==> src/rtl/apb_pkg.sv <==
// Shared APB definitions: transfer-phase state encoding and slave-select width helper.
package apb_pkg;

    typedef enum logic [1:0] {
        IDLE   = 2'd0,
        SETUP  = 2'd1,
        ACCESS = 2'd2
    } apb_state_t;

    // Index width needed to address num_slv slaves; never narrower than one bit.
    function automatic int sel_width(input int num_slv);
        return (num_slv < 2) ? 1 : $clog2(num_slv);
    endfunction

endpackage

==> src/rtl/apb_master_bridge_if.sv <==
// Command/response port plus APB bus of the master bridge, bundled for connection.
interface apb_master_bridge_if #(
    parameter int ADDR_W  = 8,
    parameter int DATA_W  = 32,
    parameter int NUM_SLV = 4
);
    logic                      cmd_valid;
    logic                      cmd_ready;
    logic                      cmd_write;
    logic [ADDR_W-1:0]         cmd_addr;
    logic [DATA_W-1:0]         cmd_wdata;

    logic                      rsp_valid;
    logic [DATA_W-1:0]         rsp_rdata;
    logic                      rsp_err;

    logic [NUM_SLV-1:0]        PSEL;
    logic                      PENABLE;
    logic                      PWRITE;
    logic [ADDR_W-1:0]         PADDR;
    logic [DATA_W-1:0]         PWDATA;
    logic [NUM_SLV*DATA_W-1:0] PRDATA;
    logic [NUM_SLV-1:0]        PREADY;
    logic [NUM_SLV-1:0]        PSLVERR;

    // Bridge side.
    modport master (
        input  cmd_valid, cmd_write, cmd_addr, cmd_wdata,
        output cmd_ready,
        output rsp_valid, rsp_rdata, rsp_err,
        output PSEL, PENABLE, PWRITE, PADDR, PWDATA,
        input  PRDATA, PREADY, PSLVERR
    );

    // Command source and slave side.
    modport slave (
        output cmd_valid, cmd_write, cmd_addr, cmd_wdata,
        input  cmd_ready,
        input  rsp_valid, rsp_rdata, rsp_err,
        input  PSEL, PENABLE, PWRITE, PADDR, PWDATA,
        output PRDATA, PREADY, PSLVERR
    );

endinterface

==> src/rtl/apb_slave_mux.sv <==
// Picks ready, error and read data of the currently addressed slave from the per-slave buses.
module apb_slave_mux
    import apb_pkg::*;
#(
    parameter int DATA_W  = 32,
    parameter int NUM_SLV = 4,
    parameter int SEL_W   = sel_width(NUM_SLV)
) (
    input  logic [SEL_W-1:0]          slv_idx,
    input  logic [NUM_SLV*DATA_W-1:0] prdata,
    input  logic [NUM_SLV-1:0]        pready,
    input  logic [NUM_SLV-1:0]        pslverr,
    output logic                      sel_ready,
    output logic                      sel_err,
    output logic [DATA_W-1:0]         sel_rdata
);

    always_comb begin
        sel_ready = pready[slv_idx];
        sel_err   = pslverr[slv_idx];
        sel_rdata = prdata[slv_idx*DATA_W +: DATA_W];
    end

endmodule

==> src/rtl/apb_master_bridge.sv <==
// APB master: turns single valid/ready commands into SETUP/ACCESS transfers with
// wait-state handling, slave error reporting and a bounded ACCESS timeout.
//
// state  | meaning
// IDLE   | bus quiet, cmd_ready high, next command latched here
// SETUP  | PSEL driven, PENABLE low, one cycle
// ACCESS | PENABLE high, waiting for PREADY of the selected slave or timeout
module apb_master_bridge
    import apb_pkg::*;
#(
    parameter int ADDR_W  = 8,
    parameter int DATA_W  = 32,
    parameter int NUM_SLV = 4,
    parameter int TIMEOUT = 16
) (
    input  logic SYSCLK,
    input  logic RST_B,
    apb_master_bridge_if.master bus
);

    localparam int SEL_W = sel_width(NUM_SLV);
    localparam int CNT_W = $clog2(TIMEOUT + 1);
    localparam logic [CNT_W-1:0] CNT_TC  = CNT_W'(TIMEOUT);
    localparam logic [CNT_W-1:0] CNT_ONE = CNT_W'(1);
    localparam logic [NUM_SLV-1:0] SEL_ONE = NUM_SLV'(1);

    apb_state_t          state_q, state_d;
    logic [NUM_SLV-1:0]  psel_q, psel_d;
    logic                penable_q, penable_d;
    logic                pwrite_q, pwrite_d;
    logic [ADDR_W-1:0]   paddr_q, paddr_d;
    logic [DATA_W-1:0]   pwdata_q, pwdata_d;
    logic [SEL_W-1:0]    slv_idx_q, slv_idx_d;
    logic [CNT_W-1:0]    cnt_q, cnt_d;
    logic                rsp_valid_q, rsp_valid_d;
    logic [DATA_W-1:0]   rsp_rdata_q, rsp_rdata_d;
    logic                rsp_err_q, rsp_err_d;

    logic                sel_ready;
    logic                sel_err;
    logic [DATA_W-1:0]   sel_rdata;
    logic [SEL_W-1:0]    cmd_sel;
    logic [CNT_W-1:0]    cnt_inc;

    assign cmd_sel = bus.cmd_addr[ADDR_W-1 -: SEL_W];
    assign cnt_inc = cnt_q + CNT_ONE;

    apb_slave_mux #(
        .DATA_W  (DATA_W),
        .NUM_SLV (NUM_SLV),
        .SEL_W   (SEL_W)
    ) u_slave_mux (
        .slv_idx   (slv_idx_q),
        .prdata    (bus.PRDATA),
        .pready    (bus.PREADY),
        .pslverr   (bus.PSLVERR),
        .sel_ready (sel_ready),
        .sel_err   (sel_err),
        .sel_rdata (sel_rdata)
    );

    always_ff @(posedge SYSCLK or negedge RST_B) begin
        if (!RST_B) begin
            state_q     <= IDLE;
            psel_q      <= '0;
            penable_q   <= 1'b0;
            pwrite_q    <= 1'b0;
            paddr_q     <= '0;
            pwdata_q    <= '0;
            slv_idx_q   <= '0;
            cnt_q       <= '0;
            rsp_valid_q <= 1'b0;
            rsp_rdata_q <= '0;
            rsp_err_q   <= 1'b0;
        end else begin
            state_q     <= state_d;
            psel_q      <= psel_d;
            penable_q   <= penable_d;
            pwrite_q    <= pwrite_d;
            paddr_q     <= paddr_d;
            pwdata_q    <= pwdata_d;
            slv_idx_q   <= slv_idx_d;
            cnt_q       <= cnt_d;
            rsp_valid_q <= rsp_valid_d;
            rsp_rdata_q <= rsp_rdata_d;
            rsp_err_q   <= rsp_err_d;
        end
    end

    always_comb begin
        state_d     = state_q;
        psel_d      = psel_q;
        penable_d   = penable_q;
        pwrite_d    = pwrite_q;
        paddr_d     = paddr_q;
        pwdata_d    = pwdata_q;
        slv_idx_d   = slv_idx_q;
        cnt_d       = cnt_q;
        rsp_valid_d = 1'b0;
        rsp_rdata_d = '0;
        rsp_err_d   = 1'b0;

        unique case (state_q)
            IDLE: begin
                if (bus.cmd_valid) begin
                    psel_d    = SEL_ONE << cmd_sel;
                    penable_d = 1'b0;
                    pwrite_d  = bus.cmd_write;
                    paddr_d   = bus.cmd_addr;
                    pwdata_d  = bus.cmd_wdata;
                    slv_idx_d = cmd_sel;
                    state_d   = SETUP;
                end
            end
            SETUP: begin
                penable_d = 1'b1;
                cnt_d     = '0;
                state_d   = ACCESS;
            end
            ACCESS: begin
                // PREADY is checked first so a completion on the last allowed cycle wins over the timeout.
                if (sel_ready || (cnt_inc == CNT_TC)) begin
                    rsp_valid_d = 1'b1;
                    rsp_err_d   = sel_ready ? sel_err : 1'b1;
                    rsp_rdata_d = (sel_ready && !pwrite_q && !sel_err) ? sel_rdata : '0;
                    psel_d      = '0;
                    penable_d   = 1'b0;
                    pwrite_d    = 1'b0;
                    paddr_d     = '0;
                    pwdata_d    = '0;
                    state_d     = IDLE;
                end
                cnt_d = cnt_inc;
            end
            default: begin
                psel_d    = '0;
                penable_d = 1'b0;
                pwrite_d  = 1'b0;
                paddr_d   = '0;
                pwdata_d  = '0;
                state_d   = IDLE;
            end
        endcase
    end

    assign bus.cmd_ready = (state_q == IDLE);
    assign bus.rsp_valid = rsp_valid_q;
    assign bus.rsp_rdata = rsp_rdata_q;
    assign bus.rsp_err   = rsp_err_q;
    assign bus.PSEL      = psel_q;
    assign bus.PENABLE   = penable_q;
    assign bus.PWRITE    = pwrite_q;
    assign bus.PADDR     = paddr_q;
    assign bus.PWDATA    = pwdata_q;

endmodule
==> src/flat_wrapper.sv <==
// flat-port wrapper written by rule: the top's interface ports become plain ports
module apb_master_bridge_flat import apb_pkg::*;
#(
    parameter int ADDR_W  = 8,
    parameter int DATA_W  = 32,
    parameter int NUM_SLV = 4,
    parameter int TIMEOUT = 16
)
  (SYSCLK, RST_B, bus_cmd_valid, bus_cmd_write, bus_cmd_addr, bus_cmd_wdata, bus_cmd_ready, bus_rsp_valid, bus_rsp_rdata, bus_rsp_err, bus_PSEL, bus_PENABLE, bus_PWRITE, bus_PADDR, bus_PWDATA, bus_PRDATA, bus_PREADY, bus_PSLVERR);
  apb_master_bridge_if #(.ADDR_W(ADDR_W), .DATA_W(DATA_W), .NUM_SLV(NUM_SLV)) bus_i ();
  input  logic SYSCLK;
  input  logic RST_B;
  input wire logic [$bits(bus_i.cmd_valid)-1:0] bus_cmd_valid;
  input wire logic [$bits(bus_i.cmd_write)-1:0] bus_cmd_write;
  input wire logic [$bits(bus_i.cmd_addr)-1:0] bus_cmd_addr;
  input wire logic [$bits(bus_i.cmd_wdata)-1:0] bus_cmd_wdata;
  output wire logic [$bits(bus_i.cmd_ready)-1:0] bus_cmd_ready;
  output wire logic [$bits(bus_i.rsp_valid)-1:0] bus_rsp_valid;
  output wire logic [$bits(bus_i.rsp_rdata)-1:0] bus_rsp_rdata;
  output wire logic [$bits(bus_i.rsp_err)-1:0] bus_rsp_err;
  output wire logic [$bits(bus_i.PSEL)-1:0] bus_PSEL;
  output wire logic [$bits(bus_i.PENABLE)-1:0] bus_PENABLE;
  output wire logic [$bits(bus_i.PWRITE)-1:0] bus_PWRITE;
  output wire logic [$bits(bus_i.PADDR)-1:0] bus_PADDR;
  output wire logic [$bits(bus_i.PWDATA)-1:0] bus_PWDATA;
  input wire logic [$bits(bus_i.PRDATA)-1:0] bus_PRDATA;
  input wire logic [$bits(bus_i.PREADY)-1:0] bus_PREADY;
  input wire logic [$bits(bus_i.PSLVERR)-1:0] bus_PSLVERR;
  assign bus_i.cmd_valid = bus_cmd_valid;
  assign bus_i.cmd_write = bus_cmd_write;
  assign bus_i.cmd_addr = bus_cmd_addr;
  assign bus_i.cmd_wdata = bus_cmd_wdata;
  assign bus_cmd_ready = bus_i.cmd_ready;
  assign bus_rsp_valid = bus_i.rsp_valid;
  assign bus_rsp_rdata = bus_i.rsp_rdata;
  assign bus_rsp_err = bus_i.rsp_err;
  assign bus_PSEL = bus_i.PSEL;
  assign bus_PENABLE = bus_i.PENABLE;
  assign bus_PWRITE = bus_i.PWRITE;
  assign bus_PADDR = bus_i.PADDR;
  assign bus_PWDATA = bus_i.PWDATA;
  assign bus_i.PRDATA = bus_PRDATA;
  assign bus_i.PREADY = bus_PREADY;
  assign bus_i.PSLVERR = bus_PSLVERR;
  apb_master_bridge #(.ADDR_W(ADDR_W), .DATA_W(DATA_W), .NUM_SLV(NUM_SLV), .TIMEOUT(TIMEOUT)) u_core (.SYSCLK(SYSCLK), .RST_B(RST_B), .bus(bus_i));
endmodule
==> config.mk <==
export PLATFORM = sky130hd
export DESIGN_NAME = apb_master_bridge_flat
export DESIGN_NICKNAME = d
export VERILOG_FILES = /design/src/rtl/apb_pkg.sv /design/src/rtl/apb_master_bridge_if.sv /design/src/rtl/apb_slave_mux.sv /design/src/rtl/apb_master_bridge.sv /design/src/flat_wrapper.sv
export SDC_FILE = /design/constraint.sdc
export NUM_CORES = 1
export LEC_CHECK = 0
export BUFFER_PORTS_ARGS = -buffer_cell sky130_fd_sc_hd__buf_2
export CORE_MARGIN = 8
export CORE_UTILIZATION = 45
export CTS_BUF_LIST = sky130_fd_sc_hd__clkbuf_2 sky130_fd_sc_hd__clkbuf_4 sky130_fd_sc_hd__clkbuf_8
export CTS_CLUSTER_DIAMETER = 60
export CTS_CLUSTER_SIZE = 10
export DETAILED_ROUTE_END_ITERATION = 8
export GPL_ROUTABILITY_DRIVEN = 1
export MAX_ROUTING_LAYER = met4
export PLACE_DENSITY = 0.83
export SYNTH_ARGS = -nofsm -noshare
export SYNTH_HDL_FRONTEND = slang
export SYNTH_SLANG_ARGS = --single-unit
==> constraint.sdc <==
create_clock -name SYSCLK -period 2.09 [get_ports SYSCLK]
set_input_delay 0.1045 -clock SYSCLK [delete_from_list [all_inputs] [get_ports SYSCLK]]
set_output_delay 0.1045 -clock SYSCLK [all_outputs]
set_load 0.005 [all_outputs]
# After elaboration in Yosys (flattened, before gate mapping)

Index checks and enable logic that the tools add are counted.

Shift-type cells: 2
Eq/ne operators: 5
$lt $le $gt $ge: 1
Bitwise logic cells: 1
Mux-type cells: 30
$add $sub $neg: 1
Reductions and logical operators: 10

Operator list:

| cell                | number |
|---|---|
| $mux 32             | 5 |
| $shiftx 128x8->32   | 1 |
| $pmux 32 s3         | 1 |
| $pmux 8 s3          | 1 |
| $mux 8              | 2 |
| $pmux 4 s3          | 1 |
| $mux 1              | 10 |
| $pmux 5 s2          | 1 |
| $mux 4              | 2 |
| $pmux 1 s3          | 2 |
| $pmux 2 s3          | 1 |
| $add 5x1->5 const B | 1 |
| $eq 5x5->1 const B  | 1 |
| $bmux 1 s2          | 2 |
| $mux 2              | 2 |
| $reduce_and 2->1    | 2 |
| $shl 1x2->4 const A | 1 |
| $lt 2x3->1 const B  | 1 |
| $reduce_and 3->1    | 1 |
| $eq 2x1->1 const B  | 1 |
| $eq 2x2->1 const B  | 1 |
| $logic_and 1x1->1   | 2 |
| $logic_not 1->1     | 2 |
| $logic_not 2->1     | 1 |
| other kinds (5)     | 5 |

Output and inout bits: 81
Register bits: 89

# Longest topological paths before layout

Gate-level depths: netlist (run 1).

Depth in word-level cells: 7
Gate-level depth with buffers: 7

# Modules after synthesis

Synthesis (run 1) repeated with hierarchy kept, for this count alone.

Cells, all modules: 296
Area total of the unflattened synthesis: 4230.3 um2

Modules (own cells, without submodules):

| module            | cells each | times used | area each (um2) |
|---|---|---|---|
| apb_master_bridge | 254        | 1          | 3359.5 |
| apb_slave_mux     | 42         | 1          | 870.8 |

# Worst setup path before layout (run 1)

Ideal clock, no wire load.

Path kind: flip-flop to flip-flop
Start: reg u_core.slv_idx_q[0]
End: reg u_core.rsp_rdata_q[11] (netlist: u_core.bus.rsp_rdata[11])
Slack: 280 ps
Cell stages (with the launch flop): 5
Period minus slack after synthesis: 1810 ps
Required time: 1972 ps
Data arrival time: 1692 ps
Setup time: 118 ps
Path buffers: 2
Path through: dfrtp_1 > buf_6 > clkbuf_1 > mux4_2 > nor2b_2

Word-level cells in the longest chain between the ends: 7
Elaborated cells on any way between the ends: 12
Classes of those cells: shift: 1; mux: 7; reduce/logical: 4

RTL lines:

| what                                                      | RTL line                 | text |
|---|---|---|
| from (decl)                                               | apb_master_bridge.sv:33  | `logic [SEL_W-1:0] slv_idx_q, slv_idx_d;` |
| from (signal assigned)                                    | apb_master_bridge.sv:82  | `slv_idx_q <= slv_idx_d;` |
| branches (longest 5 deep; another with $shiftx 128x8->32) | --                       |  |
| $mux 32 *                                                 | apb_master_bridge.sv:122 | `if (sel_ready \|\| (cnt_inc == CNT_TC)) begin` |
| $mux 32 *                                                 | apb_master_bridge.sv:103 | `unique case (state_q)` |
| named net u_core.rsp_rdata_d[11]                          | apb_master_bridge.sv:36  | `logic [DATA_W-1:0] rsp_rdata_q, rsp_rdata_d;` |
| to (signal assigned)                                      | apb_master_bridge.sv:85  | `rsp_rdata_q <= rsp_rdata_d;` |
| to (decl)                                                 | apb_master_bridge.sv:36  |  |

Mark *: on every way through the listed nets, which the timed path passes. The select of a mux whose other input is x is not followed.
A chain may end at the register's enable or synchronous reset.

# Worst setup path after layout (run 1)

Start: reg u_core.slv_idx_q[0]
End: reg u_core.paddr_q[0] (netlist: u_core.bus.PADDR[0])

Word-level cells in the longest chain between the ends: 5

RTL lines:

| what                              | RTL line                 | text |
|---|---|---|
| $bmux 1 s2                        | apb_slave_mux.sv:19      | `sel_ready = pready[slv_idx];` |
| $mux 1 (implied by the code)      | apb_slave_mux.sv:19      |  |
| $logic_or 1x1->1                  | apb_master_bridge.sv:122 |  |
| $ne 2x1->1 (no source line)       | --                       |  |
| $reduce_and 3->1 (no source line) | --                       |  |
| to (signal assigned)              | apb_master_bridge.sv:80  | `paddr_q <= paddr_d;` |
| to (decl)                         | apb_master_bridge.sv:31  | `logic [ADDR_W-1:0] paddr_q, paddr_d;` |

No other way between the ends. The select of a mux whose other input is x is not followed.

==> impl_metrics.json, run 1 <==
{
  "status": "completed",
  "syn-num-nets": 467,
  "start_util": 0.466,
  "vias": 3675,
  "setup_violations": 0,
  "gp_congestion": 0.873,
  "grt_pass1_wl_um": 22300,
  "grt_overflow": 0,
  "yosysSeqAreaShare": 0.512,
  "dieWidth_um": 114,
  "port-buffer-count": 260,
  "totalWireLength_um": 14300,
  "die-area_um2": 12900,
  "crit_path_max_fanout": 35,
  "worstPathArrival_ns": 2.14,
  "antenna_found_initial": 2,
  "end_kind": "register",
  "post-route-min-period_ns": 1.92,
  "slew_viol_final": 0,
  "wl_per_cell_um": 19.8,
  "fmax_mhz": 522,
  "setup_tns_ns": 0,
  "yosysUniqueCellTypes": 32,
  "async_flop_share": 1.00,
  "hold_class": "in -> reg",
  "synth_seq_cells": 88,
  "hold_viol": 0,
  "p_per_area_nw_per_um2": 1140,
  "worstSetupPathType": "reg -> reg",
  "synthFlopType": "dfrtp_1",
  "cts_tree": "built",
  "netlist_instances": 283,
  "grt.total_usage": 0.228,
  "syn_avg_cell_area_um2": 15.2,
  "cts.clk_slew.worst_paths_ns": 0.09,
  "rows": 35,
  "startpoint_type": "register",
  "clk_path_buf_depth": 2,
  "die_h_um": 114,
  "core_area_um2": 9240,
  "viasPerCell": 5.11,
  "netlist_area_um2": 4300,
  "cts-htree-levels": 3,
  "worstPathRequired_ns": 2.32,
  "worstMarginPinSlew_ns": 0.619,
  "final_antenna_net_count": 0,
  "fin_nets": 767,
  "first_pass_iters": 4,
  "boundaryPins": 261,
  "clockRootBuffer": "clkbuf_8",
  "grt_pass1_vias": 4343,
  "whs_path_depth": 3,
  "finalCritPeriodShare": 0.917,
  "p_leak_nw": 3.36,
  "drive_above_1_share": 0.616,
  "reg2reg_depth": 6,
  "drc": 0,
  "numCtsBuffers": 9,
  "hpwl_um": 10900,
  "cts_setup_buffers": 0,
  "cts.sinks": 88,
  "area_growth_pct": 47.3,
  "drtIter0Drc": 262,
  "vdd_drop_max_uv": 576,
  "worstSkewPairLatency_ns": 0.35,
  "grt_max_degree": 49,
  "slew_headroom": 0.588,
  "final_util": 0.686,
  "finalClockSkew_ns": 0.0123,
  "drv_cap": 0,
  "finalHoldWorstSlack_ns": 0.0508,
  "synth_edf_count": 0,
  "rsz0062_at_grt": "false",
  "yosysWarnings": 0
}
-- worst paths after layout --
check	start	to	slack, ns
hold / removal	bus_cmd_addr[7]	u_core.bus.PADDR[7]$_DFFE_PN0P_	0.05
hold reg to reg	u_core.bus.PADDR[2]$_DFFE_PN0P_	u_core.bus.PADDR[2]$_DFFE_PN0P_	0.51
setup reg to reg	u_core.slv_idx_q[0]$_DFFE_PN0P_	u_core.bus.PADDR[0]$_DFFE_PN0P_	0.17
min in group asynchronous	RST_B	u_core.bus.rsp_rdata[27]$_DFF_PN0_	0.31
setup / recovery	u_core.slv_idx_q[0]$_DFFE_PN0P_	u_core.bus.PADDR[0]$_DFFE_PN0P_	0.17
max in group asynchronous	RST_B	u_core.bus.PADDR[6]$_DFFE_PN0P_	1.11
-- power breakdown --
| group | switching [W] | leakage [nW] | internal, W |
|---|---|---|---|
| logic | 0.00159 | 2.08 | 0.00198 |
| registers | 0.000307 | 1.19 | 0.00224 |
| clock network | 0.000611 | 0.0963 | 0.000506 |
| total | 0.00251 | 3.36 | 0.00473 |
-- registers in the layout (all words and copies together), names as in the netlist --
register / flops
u_core.bus.PENABLE: 1
u_core.cnt_q: 5
u_core.bus.PADDR: 8
u_core.bus.rsp_valid: 1
u_core.state_q: 1
u_core.bus.PWDATA: 32
u_core.bus.PSEL: 4
u_core.bus.rsp_err: 1
u_core.bus.PWRITE: 1
u_core.bus.rsp_rdata: 32
u_core.slv_idx_q: 2
-- layout by cell type, fill, tap and decap left out, types with 9 or more instances in the layout --
cell	synthesis	layout
nor2b_4	20	20
dlygate4sd3_1	0	40
buf_2	4	259
clkbuf_8	0	11
nand2_1	9	9
mux4_2	34	34
a22o_1	35	35
inv_1	13	13
dfrtp_1	88	87
nor2b_2	10	10
-- metal layers --
metal,global-route usage,wire length [um],share of wire,vias up
met5,-,0,0,-
met4,0.0825,297,0.021,0
met3,0.0470,915,0.064,23
met2,0.401,7830,0.55,186
met1,0.249,5220,0.37,1814
li1,-,-,-,1652
-- cells by family after synthesis --
kind of cell	share of synthesized area
DFF	0.512
and+or+nand+nor	0.124
AOI/OAI and AO/OA	0.0963
muxes	0.213
buffers and inverters	0.0430
adders and majority gates	0.0116
-- area by class of cell --
type	instances	area (um2)
Fill cell	648	2900
Sequential cell	88	2200
Multi-Input combinational cell	161	1910
Timing Repair Buffer	309	1810
Tap cell	129	161
Clock buffer	11	151
Inverter	14	52.6
Clock inverter	5	38.8
Antenna cell	2	5.00
-- worst max-delay path: stages (launching register included) --
cell and delay (ns):
dfrtp_2 0.41, mux4_2 0.53, inv_2 0.10, o211ai_4 0.10, nor3b_4 0.17, buf_4 0.24, a22o_1 0.23
-- stage by stage --
| step | worst slack [ns] | cells | area, um2 | power, W |
|---|---|---|---|---|
| 2_1_floorplan | 0.280 | 283 | 4300 | 0.00492 |
| 3_5_place_dp | 0.186 | 661 | 5740 | 0.00611 |
| 4_1_cts | 0.178 | 717 | 6330 | 0.00730 |
| 3_3_place_gp | 0.249 | 661 | 5740 | 0.00596 |
| 5_1_grt | 0.0286 | 719 | 6340 | 0.00774 |
| 6_report | 0.173 | 719 | 6340 | 0.00724 |
-- synth_stat cells (3+ instances only) --
| library cell | n | share of area |
|---|---|---|
| nor2b_4 | 20 | 0.064 |
| ha_1 | 4 | 0.012 |
| nand2_1 | 9 | 0.0079 |
| buf_2 | 4 | 0.0047 |
| nand3_1 | 4 | 0.0047 |
| o21ai_0 | 4 | 0.0047 |
| a22o_1 | 35 | 0.071 |
| nor2b_1 | 3 | 0.0044 |
| buf_1 | 3 | 0.0026 |
| nor2_1 | 4 | 0.0035 |
| clkbuf_1 | 5 | 0.0044 |
| dfrtp_1 | 88 | 0.51 |
| mux2_2 | 7 | 0.018 |
| mux4_2 | 34 | 0.18 |
| inv_1 | 13 | 0.011 |
| nor2b_2 | 10 | 0.020 |
| a21oi_1 | 5 | 0.0058 |
| buf_4 | 4 | 0.0070 |
| nor3b_1 | 3 | 0.0052 |
| mux2i_1 | 7 | 0.016 |
-- timing repair --
action	in CTS	in global routing
hold buffers	40	0
hold endpoints to repair	86	0
gates resized for setup	0	0
Note: power is estimated with default switching activity, not from simulation.
==> inputs of run 2 (changes only) <==
==> constraint.sdc (replaced) <==
create_clock -name SYSCLK -period 2.2 [get_ports SYSCLK]
set_input_delay 0.11 -clock SYSCLK [delete_from_list [all_inputs] [get_ports SYSCLK]]
set_output_delay 0.11 -clock SYSCLK [all_outputs]
set_load 0.005 [all_outputs]
==> run 2 against run 1 <==
  * Largest power group unchanged
  * Sequential share of layout area is 0.71 points lower
  * Maximum frequency is 7.2% lower
  * Design area is 2.1% higher
  * Critical path depth is 1 lower
  * Via count is 0.68% higher
  * Flip-flop and latch count stayed put
  * Total power is 0.37% higher
==> impl_metrics.json, run 2 (synthesis results as in run 1) <==
{
  "status": "completed",
  "gp_congestion": 0.844,
  "grt_pass1_wl_um": 22100,
  "post-route-min-period_ns": 2.07,
  "min_from": "bus_cmd_addr[7]",
  "worstPathArrival_ns": 2.33,
  "dieWidth_um": 114,
  "hold_viol": 0,
  "core_area_um2": 9240,
  "grt_max_degree": 55,
  "setup_violations": 0,
  "rr_startpoint": "u_core.slv_idx_q[1]$_DFFE_PN0P_",
  "wl_per_cell_um": 19.9,
  "hpwl_um": 11000,
  "cts-htree-levels": 3,
  "final_antenna_net_count": 0,
  "p_leak_nw": 3.44,
  "hold_class": "in -> reg",
  "finalCritPeriodShare": 0.939,
  "end_kind": "register",
  "cp_slowest_cell": "or4_4",
  "grt_pass1_vias": 4274,
  "final_common_cell": "buf_2",
  "n_fill_cell": 650,
  "grt_overflow": 0,
  "seq_area_um2": 2200,
  "cts-resized-gates": 0,
  "area_growth_pct": 50.4,
  "p_per_area_nw_per_um2": 1120,
  "crit_chain": "buf_4, mux4_2, or4_4, buf_12, nor2b_1",
  "worstPathRequired_ns": 2.47,
  "final_util": 0.700,
  "worstSkewPairLatency_ns": 0.35,
  "start_util": 0.466,
  "clk_path_buf_depth": 2,
  "drc": 0,
  "finalClockSkew_ns": 0.0165,
  "fin_nets": 778,
  "drtIter0Drc": 209,
  "vias": 3700,
  "antenna_found_initial": 1,
  "fmax_mhz": 484,
  "slew_headroom": 0.469,
  "die_h_um": 114,
  "cts_tree": "built",
  "whs_path_depth": 3,
  "first_pass_iters": 7,
  "drv_cap": 0,
  "cp_top_family": "buffers and inverters",
  "reg2reg_setup_slack_ns": 0.13,
  "r2r-end": "u_core.bus.rsp_rdata[0]$_DFF_PN0_",
  "placed_cell_area_um2": 5790,
  "path_buf_inv": 2,
  "startpoint_type": "register",
  "rsz0062_at_grt": "false",
  "port-buffer-count": 260,
  "post-route-cell-area_um2": 6470,
  "drive_above_1_share": 0.623,
  "rows": 35,
  "crit_path_max_fanout": 34,
  "cts.clk_slew.worst_paths_ns": 0.10,
  "vdd_drop_max_uv": 552,
  "die-area_um2": 12900,
  "grt.total_usage": 0.226,
  "final_cell_mix": "259 x buf_2, 87 x dfrtp_1, 40 x dlygate4sd3_1",
  "cts.sinks": 88,
  "slew_viol_final": 0,
  "worstMarginPinSlew_ns": 0.794,
  "max_stage_delay_ns": 0.44,
  "boundaryPins": 261,
  "worstSetupPathType": "reg -> reg",
  "multi_input_area_um2": 1930,
  "viasPerCell": 5.08,
  "reg2reg_depth": 5,
  "totalWireLength_um": 14500,
  "numCtsBuffers": 9,
  "clockRootBuffer": "clkbuf_8",
  "hold_end": "u_core.bus.PADDR[7]$_DFFE_PN0P_"
}
[run 2: cell types whose count changed in the layout (fill, tap and decap cells not counted), sizes merged]
cell / previous run / this run
clkinv: 2 / 1
clkinvlp: 1 / 0
diode: 2 / 1
bufinv: 0 / 2
buf: 269 / 279
nor3b: 4 / 5
[run 2: routing by layer]
metal	wire [um]	GRT usage	vias up	part of all wire
li1	-	-	1676	-
met1	5400	0.247	1806	0.37
met2	7890	0.399	191	0.54
met3	866	0.0486	27	0.060
met4	332	0.0790	0	0.023
met5	0	-	-	0
[run 2: power breakdown]
group	leakage [nW]	internal (W)	switching (W)	total (W)
sequential	1.19	0.00213	0.000289	0.00242
clock	0.121	0.000713	0.000581	0.00129
combinational	2.13	0.00197	0.00158	0.00355
[run 2: repair_timing]
action	4_1_cts	5_1_grt
endpoints found under the setup margin	15	15
setup buffers	0	4
pin swaps	0	0
cloned	1	0
hold buffers	40	0
endpoints found under the hold margin	73	0
[run 2: worst max-delay path by stage]
stage / start / endpoint / slack [ns] / cells after the start
6_report: u_core.slv_idx_q[1]$_DFFE_PN0P_ / u_core.bus.rsp_rdata[0]$_DFF_PN0_ / 0.13 / 5
2_1_floorplan: u_core.slv_idx_q[0]$_DFFE_PN0P_ / u_core.bus.rsp_rdata[11]$_DFF_PN0_ / 0.39 / 4
5_1_grt: u_core.slv_idx_q[1]$_DFFE_PN0P_ / u_core.bus.rsp_rdata[0]$_DFF_PN0_ / 0.06 / 5
4_1_cts: u_core.slv_idx_q[1]$_DFFE_PN0P_ / u_core.bus.rsp_rdata[0]$_DFF_PN0_ / 0.12 / 5
3_5_place_dp: u_core.cnt_q[4]$_DFFE_PN0P_ / u_core.bus.PWDATA[5]$_DFFE_PN0P_ / -0.06 / 6
3_3_place_gp: u_core.cnt_q[4]$_DFFE_PN0P_ / u_core.bus.PWDATA[2]$_DFFE_PN0P_ / 0.03 / 6
[run 2: metrics by stage]
step                      cells  setup slack [ns]  TNS [ns]  power, W  hold slack (ns)
final                       729             0.135         0   0.00726           0.0466
after floorplan             283             0.390         0   0.00467           -0.186
after detailed placement    667           -0.0567    -0.527   0.00587           0.0909
after CTS                   724             0.125         0   0.00729           0.0223
after global placement      667            0.0283         0   0.00575           0.0855
after global routing        729            0.0616         0   0.00770           0.0363
[run 2: layout make-up]
class,count,area share
clock inverter,5,0.0133
tap,129,0.0250
inverter,14,0.00812
multi-input combinational,162,0.298
timing repair buffer,319,0.291
sequential,88,0.341
antenna,1,0.000387
clock buffer,11,0.0234
[run 2: worst register-to-register path, delay by kind of cell, from the launching register on]
kind                   cells  cell delay, ns
and+or+nand+nor            2            0.62
muxes                      1            0.42
DFF                        1            0.35
buffers and inverters      2            0.61
